## src/rtl/spi_master.sv

```systemverilog
// SPI master for 8-bit frames, LSB first. SCLK idles low. MOSI changes on SCLK rising edges.
// MISO is sampled on SCLK falling edges. Each SCLK half-period lasts CLK_DIV clk cycles.
module spi_master #(
    parameter int unsigned CLK_DIV = 2
) (
    input  logic       clk,
    input  logic       reset,
    input  logic       start,
    input  logic [7:0] masterDataToSend,
    output logic [7:0] masterDataReceived,
    output logic       busy,
    output logic       done,
    output logic       SCLK,
    output logic       CS,
    output logic       MOSI,
    input  logic       MISO
);

    typedef enum logic [1:0] {
        IDLE,
        SETUP,
        TRANSFER,
        FINISH
    } state_t;

    localparam logic [7:0] DIV_LAST = 8'(CLK_DIV - 1);

    state_t     state_q, state_d;
    logic [7:0] div_q, div_d;
    logic [3:0] edge_q, edge_d;
    logic [7:0] tx_q, tx_d;
    logic [7:0] rx_q, rx_d;
    logic [7:0] data_rx_q, data_rx_d;
    logic       sclk_q, sclk_d;
    logic       cs_q, cs_d;
    logic       busy_q, busy_d;
    logic       done_q, done_d;
    logic       mosi_q, mosi_d;
    logic       div_end;

    assign div_end = (div_q == DIV_LAST);

    always_comb begin
        state_d   = state_q;
        div_d     = div_q;
        edge_d    = edge_q;
        tx_d      = tx_q;
        rx_d      = rx_q;
        data_rx_d = data_rx_q;
        sclk_d    = sclk_q;
        cs_d      = cs_q;
        busy_d    = busy_q;
        done_d    = 1'b0;
        mosi_d    = mosi_q;
        unique case (state_q)
            IDLE: begin
                div_d  = '0;
                edge_d = '0;
                if (start) begin
                    tx_d    = masterDataToSend;
                    rx_d    = '0;
                    cs_d    = 1'b0;
                    busy_d  = 1'b1;
                    mosi_d  = masterDataToSend[0];
                    state_d = SETUP;
                end
            end
            SETUP: begin
                if (div_end) begin
                    div_d   = '0;
                    state_d = TRANSFER;
                end else begin
                    div_d = div_q + 8'd1;
                end
            end
            TRANSFER: begin
                if (div_end) begin
                    div_d  = '0;
                    sclk_d = ~sclk_q;
                    if (!sclk_q) begin
                        // Rising edge k presents bit k; the register shifts toward bit 0.
                        mosi_d = tx_q[0];
                        tx_d   = {1'b0, tx_q[7:1]};
                        edge_d = edge_q + 4'd1;
                    end else begin
                        rx_d = {MISO, rx_q[7:1]};
                        if (edge_q == 4'd15) begin
                            edge_d  = '0;
                            state_d = FINISH;
                        end else begin
                            edge_d = edge_q + 4'd1;
                        end
                    end
                end else begin
                    div_d = div_q + 8'd1;
                end
            end
            FINISH: begin
                if (div_end) begin
                    div_d     = '0;
                    cs_d      = 1'b1;
                    busy_d    = 1'b0;
                    done_d    = 1'b1;
                    data_rx_d = rx_q;
                    mosi_d    = 1'b0;
                    state_d   = IDLE;
                end else begin
                    div_d = div_q + 8'd1;
                end
            end
            default: state_d = IDLE;
        endcase
    end

    always_ff @(posedge clk) begin
        if (reset) begin
            state_q   <= IDLE;
            div_q     <= '0;
            edge_q    <= '0;
            tx_q      <= '0;
            rx_q      <= '0;
            data_rx_q <= '0;
            sclk_q    <= 1'b0;
            cs_q      <= 1'b1;
            busy_q    <= 1'b0;
            done_q    <= 1'b0;
            mosi_q    <= 1'b0;
        end else begin
            state_q   <= state_d;
            div_q     <= div_d;
            edge_q    <= edge_d;
            tx_q      <= tx_d;
            rx_q      <= rx_d;
            data_rx_q <= data_rx_d;
            sclk_q    <= sclk_d;
            cs_q      <= cs_d;
            busy_q    <= busy_d;
            done_q    <= done_d;
            mosi_q    <= mosi_d;
        end
    end

    assign masterDataReceived = data_rx_q;
    assign busy               = busy_q;
    assign done               = done_q;
    assign SCLK               = sclk_q;
    assign CS                 = cs_q;
    assign MOSI               = mosi_q;

endmodule

```

## config.mk

```make
export PLATFORM = sky130hd
export DESIGN_NAME = spi_master
export DESIGN_NICKNAME = d
export VERILOG_FILES = /design/src/rtl/spi_master.sv
export SDC_FILE = /design/constraint.sdc
export NUM_CORES = 1
export LEC_CHECK = 0
export BUFFER_PORTS_ARGS = -buffer_cell sky130_fd_sc_hd__buf_2
export CORE_MARGIN = 8
export CORE_UTILIZATION = 50
export CTS_BUF_LIST = sky130_fd_sc_hd__clkbuf_4
export CTS_CLUSTER_DIAMETER = 120
export CTS_CLUSTER_SIZE = 25
export DETAILED_ROUTE_END_ITERATION = 10
export PLACE_DENSITY_LB_ADDON = 0.12
export RECOVER_POWER = 100
export SYNTH_ARGS = -nofsm -noshare
export SYNTH_HDL_FRONTEND = slang
export SYNTH_SLANG_ARGS = --single-unit
```

## constraint.sdc

```tcl
create_clock -name clk -period 4.85 [get_ports clk]
set_input_delay 0.7275 -clock clk [delete_from_list [all_inputs] [get_ports clk]]
set_output_delay 0.7275 -clock clk [all_outputs]
set_load 0.02 [all_outputs]
```

==> impl_metrics.ini, run 1 <==
[run_status]
status = completed

[grt]
grt_pass1_wl_um = 6851
track_usage = 0.1331
antenna_found_initial = 0
grt_start_max_net_pins = 41
globalRouteOverflowTotal = 0
grt_pass1_vias = 1481

[drt]
antenna_left = 0
drtIter0Drc = 132
route.detailed.drc = 0
routedWlPerCell_um = 13.25
vias = 1557
dr.pass1.iters = 4
viasPerCell = 5.425
wl_um = 3804

[timing]
worst_slack_ps = 2007
tightest_slew_ps = 1233
period_share = 0.5862
holdWs_ps = 488.1
min_period_ps = 2843
slew-limit-headroom = 0.1663
report.final.slew_viol_count = 0
setup_viol = 0
rsz0062_at_grt = false
fin_setup_tns_ps = 0
skew_ps = 14.30
final-hold-violation-count = 0
fmax_mhz = 351.8

[pwr]
swShare = 0.3356
p_seq_frac = 0.423
p_total_mw = 0.9988
clock_power_share = 0.279
p_sw_mw = 0.3352
cell_internal_pwr_mw = 0.6636
p_comb_frac = 0.297
ir_worst_vdd_mv = 0.2734
p_leak_nw = 0.8539
power.density_nw_per_um2 = 470.1

[die]
pin_count = 25
fp-row-count = 22
initial_utilization = 0.5237
core_sq_um = 3689
die_height_um = 78.16
fp.dieW_um = 78.16
die_area_sq_um = 6109

[logic_synthesis]
synthCells = 217
ys.warnings.count = 0
synth_flop_cell = dfxtp_1
synth_edf_count = 0
ys_seq_area_frac = 0.4456
synth.cell_area_sq_um = 1932
synth_cell_types = 35
ys_ff_latch = 43
synth.avg_cell_area_sq_um = 8.903
synth_nets = 236
synthArstFlopShare = 0

[final_layout]
mostFrequentLayoutCells = 43 x dfxtp_1, 41 x nor2_1, 20 x nand3_1
final_common_cell = dfxtp_1
fillers = 356
layout.nets = 257
antenna_cells = 0
multiInputGateArea_sq_um = 979.7
ff_latch_area_sq_um = 860.8
fin_area_sq_um = 2125
area_growth_pct = 9.974
layout-drive-gt1-share = 0.1213

[setup_path]
cp_max_fo = 12
rr_startpoint = div_q[0]
critPathLaunchType = flip-flop
worst_ep_required_time_ps = 5090
path_class = flip-flop to flip-flop
reg2reg_slack_ps = 2010
cp-end-kind = flip-flop
rr_worst_depth = 5
crit_arrival_ps = 3090
worst_r2r_endpoint = tx_q[6]

[worst_hold_path]
holdPathEnd = MOSI
hold_depth = 2
hold_path_class = flip-flop to flip-flop
min_from = MOSI

[clock_network]
cts-htree-levels = 2
post_cts_buffers = 0
clk_latency_ps = 350
path_clk_slew_ps = 110
numCtsBuffers = 5
cts_buffer_depth = 2
cts_resized = 0
cts_hold_buffers = 0
clock-sinks = 43
cts_tree = yes
cts_root_buffer = clkbuf_4

[place]
post_dp_cell_area_sq_um = 2068
post-dp-hpwl_um = 2728
place_congestion = 0.7890
io_buffers = 24
place_ws_ps = 2660

[run]
cap_viol_max_count = 0
==> critical path, cell delays in order, from the launching register on <==
cell and delay [ps]:
dfxtp_1 430, ha_1 160, nor4b_1 980, and3_1 580
nand2_1 270, o221a_2 330
==> metal layers <==
metal	global-route usage	wire [um]	vias up	share of wire
met2	0.1988	1603	29	0.42
met4	0.03333	37	0	0.0097
met5	0	0	-	0
li1	-	-	810	-
met3	0.05125	211	4	0.055
met1	0.1750	1951	714	0.51
==> per-stage QoR <==
step,util,cells
after floorplan,-,217
after global placement,0.5607,279
after detailed placement,0.5607,279
after CTS,0.5892,287
after global routing,0.5760,287
final,0.5760,287
==> synthesized netlist by cell type (2+ instances only) <==
cell type  instances  area share
nand3_1           20       0.052
nor2b_1            3      0.0097
dfxtp_1           43        0.45
ha_1               7       0.045
and3_1             3      0.0097
o21ai_0           15       0.039
buf_2              2      0.0052
a21oi_1           15       0.039
nor2_1            41       0.080
or3_1              3      0.0097
nor3_1             2      0.0052
mux2i_1            9       0.047
nand3b_1           4       0.016
inv_1              4      0.0078
xnor2_1            2      0.0091
nand2b_1           3      0.0097
a31oi_1            3      0.0097
xor2_1             5       0.023
o221a_2            7       0.041
clkbuf_1           7       0.014
nand2_1            5      0.0097
==> flip-flops by register name, summed over array words and instances (netlist names) <==
| name | cells |
|---|---|
| CS | 1 |
| MOSI | 1 |
| SCLK | 1 |
| busy | 1 |
| div_q | 8 |
| done | 1 |
| edge_q | 4 |
| masterDataReceived | 8 |
| rx_q | 8 |
| state_q | 2 |
| tx_q | 8 |
==> power groups by stage <==
stage / Combinational [mW] / Sequential, mW / Clock [mW]
final: 0.297 / 0.423 / 0.279
after global routing: 0.341 / 0.429 / 0.301
after CTS: 0.322 / 0.423 / 0.287
after detailed placement: 0.320 / 0.431 / 0
after global placement: 0.320 / 0.430 / 0
after floorplan: 0.247 / 0.433 / 0
==> cell type report <==
type                            count  area share
Clock inverter                      2     0.02827
Timing Repair Buffer               24     0.04888
Tap cell                           48     0.02827
Clock buffer                        6     0.02120
Inverter                            4    0.007067
Sequential cell                    43      0.4052
Multi-Input combinational cell    160      0.4611
==> worst max path at each step <==
stage	startpoint	to	slack, ps	cells past startpoint
2_1_floorplan	start	state_q[0]	3090	4
3_3_place_gp	div_q[0]	tx_q[5]	2680	5
3_5_place_dp	div_q[0]	tx_q[4]	2660	5
4_1_cts	div_q[0]	tx_q[6]	2640	5
5_1_grt	div_q[0]	masterDataReceived[4]	1690	5
6_report	div_q[0]	tx_q[6]	2010	5
==> cell families (layout without fill, tap and decap cells) <==
| logic type | Yosys count | count (layout) | synth area share |
|---|---|---|---|
| simple gates | 90 | 90 | 0.2338 |
| compound gates | 46 | 46 | 0.1606 |
| flops | 43 | 43 | 0.4456 |
| buf+inv | 14 | 36 | 0.03044 |
| mux | 10 | 10 | 0.05246 |
| fa+ha+maj | 7 | 7 | 0.04533 |
| xor+xnor | 7 | 7 | 0.03174 |
No activity file was read; power rests on OpenSTA's default activity.
==> run 2, diff against run 1 <==
Settings changed: ABC_AREA from default to 1.
Clock period 4.85 ns to 2.9 ns, I/O delays scaled along.
==> run 2 against run 1 <==
Net effect:
- critical endpoint is now edge_q[1]
- die area rose by 7.0%
- utilization fell by 1.6 points
- hold slack got worse by 75 ps
- register-to-register slack lost 1300 ps
- global-route usage is 0.25 points higher
- sequential power increased by 89%
- critical path depth grew 3
- total power increased by 110%
- routed wire length grew 7.3%
- first-iteration DRC count shrank 28%
- cell area up 6.2%
- clock-buffer cell count is the same
==> impl_metrics.ini, run 2 <==
[place]
dp_cells = 356
post-dp-hpwl_um = 2983
io_buffers = 24
place_congestion = 0.7878

[logic_synthesis]
synth.cell_area_sq_um = 2103
synth_flop_cell = dfxtp_1
ys_ff_latch = 43
ys_seq_area_frac = 0.4093
synth_nets = 308
synthArstFlopShare = 0
post-synth-top-count-cell = nand2_1
synth.avg_cell_area_sq_um = 7.278
synth_area_leader_cell = dfxtp_1
synth_area_leaders = dfxtp_1 41%, nand2_1 13%, nor2_1 7.7%
synth_cell_types = 30
synthCells = 289
ys.warnings.count = 0
ys_top_cells_by_count = 74 x nand2_1, 43 x dfxtp_1, 43 x nor2_1
synth_edf_count = 0
synth_top_area_share = 0.4093

[die]
fp-row-count = 23
initial_utilization = 0.5220
fp.dieW_um = 80.86
pin_count = 25
die_height_um = 80.86
die_area_sq_um = 6538
core_sq_um = 4029

[clock_network]
numCtsBuffers = 5
cts_hold_buffers = 0
path_clk_slew_ps = 120
post_cts_buffers = 0
clock-sinks = 43
cts_root_buffer = clkbuf_4
clk_latency_ps = 350
cts-htree-levels = 2
cts_tree = yes
cts_buffer_depth = 2
cts_resized = 0

[setup_path]
reg2reg_slack_ps = 690
cp_num_cells = 8
slowest_stage = clkbuf_1
path_class = flip-flop to flip-flop
crit_buf_inv = 3
crit_chain = inv_1, ha_1, clkbuf_1, nand3_4, nand2_4, inv_1, o21ai_0, nor2_1
path_delay_family = buffers and inverters
worst_ep_required_time_ps = 3150
cpMostUsedCell = inv_1
rr_worst_depth = 8
cp_max_fo = 16
worst_r2r_endpoint = edge_q[1]
cp-end-kind = flip-flop
crit_arrival_ps = 2470
cpPeakStageDelay_ps = 640
critPathLaunchType = flip-flop
startpoint = state_q[0]
rr_startpoint = state_q[0]

[timing]
rsz0062_at_grt = false
slew-limit-headroom = 0.4865
fin_setup_tns_ps = 0
final-hold-violation-count = 0
tightest_slew_ps = 770.3
min_period_ps = 2213
holdWs_ps = 412.7
report.final.slew_viol_count = 0
fmax_mhz = 451.8
setup_viol = 0
period_share = 0.7632
skew_ps = 5.688

[grt]
grt_pass1_vias = 1618
grt_pass1_wl_um = 7162
track_usage = 0.1356
globalRouteOverflowTotal = 0
antenna_found_initial = 0
grt_start_max_net_pins = 17

[final_layout]
layout.nets = 332
layout-drive-gt1-share = 0.1274
fillers = 406
area_growth_pct = 7.317
final_common_cell = nand2_1
final_cell_count_no_fill = 364
mostFrequentLayoutCells = 75 x nand2_1, 44 x nor2_1, 43 x dfxtp_1
antenna_cells = 0

[worst_hold_path]
min_from = reset
hold_path_class = input pin to flip-flop
hold_depth = 2
holdPathEnd = done

[pwr]
power.density_nw_per_um2 = 933.0
ir_worst_vdd_mv = 0.6176
p_leak_nw = 1.010
p_total_mw = 2.106

[drt]
viasPerCell = 4.830
antenna_left = 0
dr.pass1.iters = 4
route.detailed.drc = 0
wl_um = 4081
met3_length_um = 145
dr_wl_met2_um = 1784
topRoutingLayerUsed = met4
vias = 1758
routedWlPerCell_um = 11.21
met1Wirelength_um = 2094
drtIter0Drc = 95

[run_status]
status = completed

[run]
cap_viol_max_count = 0
==> run 2: cell count changes after synthesis, sizes merged, moves of 4 or more <==
| cell | change |
|---|---|
| nand2 | +78 |
| nand3b | -4 |
| a21oi | +5 |
| nand4 | +10 |
| nand3 | -4 |
| mux2i | -9 |
| nor2 | +6 |
| o221a | -7 |
| xor2 | -4 |
| inv | +23 |
==> run 2: cell families after synthesis <==
logic type                 Yosys count  synth area share
AOI/OAI and AO/OA                   40           0.09876
xor gates and xnor gates             2          0.008330
buffers and inverters               36           0.07733
and+or+nand+nor                    161            0.3647
DFF                                 43            0.4093
adders and majority gates            7           0.04164
==> run 2: power by group <==
group          switching, mW  total (mW)  internal (mW)
sequential            0.0776       0.798          0.720
combinational          0.675        1.01          0.336
clock                  0.194       0.297          0.103
total                  0.947        2.11           1.16
==> run 2: final cells by class <==
cell class              count  area (sq um)  area share
well taps                  50         62.56     0.02772
repair buffers             26         115.1     0.05100
flip-flops and latches     43         860.8      0.3814
inverters                  27         101.3     0.04490
multi-input cells         210          1060      0.4695
clock inverters             2         12.51    0.005543
clock buffers               6         45.04     0.01996
==> run 2: worst max path at each step <==
| stage | end | slack, ps |
|---|---|---|
| after floorplan | edge_q[1] | 1440 |
| after global placement | edge_q[1] | 1160 |
| after detailed placement | edge_q[1] | 1100 |
| after CTS | edge_q[1] | 1080 |
| after global routing | state_q[0] | 460 |
| final | edge_q[1] | 690 |
==> run 2: through the flow <==
step	worst slack [ps]	util	instance area, sq um
finish	686.7	0.5602	2257
global route	462.2	0.5602	2257
CTS	1082	0.5702	2297
detailed placement	1095	0.5559	2240
global placement	1160	0.5559	2240
floorplan	1436	-	2103
==> run 2: metal layers <==
layer | vias to the layer above | global-route usage
li1 | 971 | -
met1 | 757 | 0.1793
met2 | 23 | 0.2109
met3 | 7 | 0.03201
met4 | 0 | 0.04821
met5 | - | 0
==> run 3, diff against run 2 <==
Settings changed: ABC_AREA 1 to 0.
Clock period 2.9 ns to 2.15 ns, I/O delays scaled along.
==> run 3 against run 2 <==
Net effect:
- global-route usage grew 0.054 points
- first-iteration DRC count stayed put
- sequential power increased by 19%
- worst setup slack worse by 510 ps
- via count shrank 9.7%
- clock-buffer cell count is the same
- final cell count is 19% lower
- die area decreased by 6.6%
- clock power is 33% higher
- sequential share of layout area grew 1.4 points
- critical path depth fell by 3
- flip-flop and latch count unchanged
- critical path type unchanged
- largest cell class unchanged
==> impl_metrics.ini, run 3 (synthesis gave the netlist of run 1 again) <==
[die]
core_sq_um = 3689
die_height_um = 78.16
die_area_sq_um = 6109
initial_utilization = 0.5237
pin_count = 25
fp.dieW_um = 78.16
fp-row-count = 22

[worst_hold_path]
min_from = MISO
hold_depth = 3
holdPathEnd = rx_q[7]
hold_path_class = input pin to flip-flop

[setup_path]
cp-end-kind = flip-flop
worst_r2r_endpoint = state_q[0]
critPathLaunchType = flip-flop
crit_arrival_ps = 2220
reg2reg_slack_ps = 170
path_class = flip-flop to flip-flop
path_delay_family = simple AND/OR/NAND/NOR gates
worst_ep_required_time_ps = 2400
cpPeakStageDelay_ps = 430
cp_max_fo = 8
rr_worst_depth = 5
crit_chain = ha_1, nor4b_4, nand2_2, a221oi_4, mux2_1
cp_num_cells = 5
rr_startpoint = div_q[0]
crit_buf_inv = 0
slowest_stage = dfxtp_1

[timing]
period_share = 0.9190
min_period_ps = 1976
rsz0062_at_grt = false
slew-limit-headroom = 0.6529
report.final.slew_viol_count = 0
fmax_mhz = 506.1
tightest_slew_ps = 519.0
final-hold-violation-count = 0
skew_ps = 10.01
setup_viol = 0
fin_setup_tns_ps = 0

[pwr]
ir_worst_vdd_mv = 0.4740
p_leak_nw = 0.8801
p_total_mw = 2.137
power.density_nw_per_um2 = 981.1

[clock_network]
cts_tree = yes
cts_hold_buffers = 0
numCtsBuffers = 5
post_cts_buffers = 0
clock-sinks = 43
clk_latency_ps = 360
cts-htree-levels = 2
cts_buffer_depth = 2
cts_root_buffer = clkbuf_4
path_clk_slew_ps = 120

[place]
place_congestion = 0.8404
post-dp-hpwl_um = 2848
io_buffers = 24

[run]
cap_viol_max_count = 0

[final_layout]
antenna_cells = 0
layout-drive-gt1-share = 0.1653
multiInputGateArea_sq_um = 1018
ff_latch_area_sq_um = 860.8
area_growth_pct = 12.76
fillers = 356
layout.nets = 266
final_common_cell = dfxtp_1
mostFrequentLayoutCells = 43 x dfxtp_1, 41 x nor2_1, 20 x nand3_1

[grt]
track_usage = 0.1361
grt_pass1_vias = 1516
grt_pass1_wl_um = 6893
globalRouteOverflowTotal = 0
grt_start_max_net_pins = 30
antenna_found_initial = 0

[drt]
route.detailed.drc = 0
vias = 1588
antenna_left = 0
wl_um = 4002
dr.pass1.iters = 4
routedWlPerCell_um = 13.52
drtIter0Drc = 95
viasPerCell = 5.365

[run_status]
status = completed
[run 3: where the power goes]
| group | leakage, nW | switching [mW] | internal [mW] |
|---|---|---|---|
| Sequential | 0.349 | 0.0659 | 0.887 |
| Clock | 0.0317 | 0.257 | 0.139 |
| Combinational | 0.499 | 0.471 | 0.318 |
[run 3: worst max-delay path by stage]
stage          startpoint         end  slack (ps)
2_1_floorplan  state_q[0]  state_q[0]         390
6_report         div_q[0]  state_q[0]         170
5_1_grt          div_q[0]     rx_q[4]          40
3_3_place_gp     div_q[0]  state_q[0]         180
3_5_place_dp   state_q[0]     rx_q[4]         120
4_1_cts        state_q[0]     rx_q[4]          80
[run 3: final cells by class]
type | count | share of cell area
inverters | 4 | 0.006893
repair buffers | 33 | 0.07639
clock inverters | 2 | 0.005744
flip-flops and latches | 43 | 0.3952
clock buffers | 6 | 0.02068
multi-input cells | 160 | 0.4675
well taps | 48 | 0.02757
[run 3: worst min-delay path: stages]
cell     delay (ps)
buf_2           100
nand3_1          60
a21oi_1          60
[run 3: repair_timing]
item / CTS / global route
resized for setup: 0 / 1
setup endpoints to repair: 0 / 8
hold endpoints to repair: 0 / 0
[run 3: stage by stage]
stage	std cells	cell area (sq um)	hold WS [ps]	util	worst slack, ps
after detailed placement	288	2136	468.9	0.5790	117.3
after CTS	296	2193	203.3	0.5946	77.93
after global routing	296	2178	190.9	0.5906	40.17
after global placement	288	2136	461.3	0.5790	179.5
final	296	2178	226.4	0.5906	174.2
after floorplan	217	1932	449.0	-	390.3
[run 3: layer usage]
layer	wire, um	vias to the layer above	share of wire	track usage
met5	0	-	0	0
met4	59	0	0.015	0.04444
met3	134	6	0.033	0.04670
met2	1775	18	0.44	0.2129
met1	2033	738	0.51	0.1709
li1	-	826	-	-
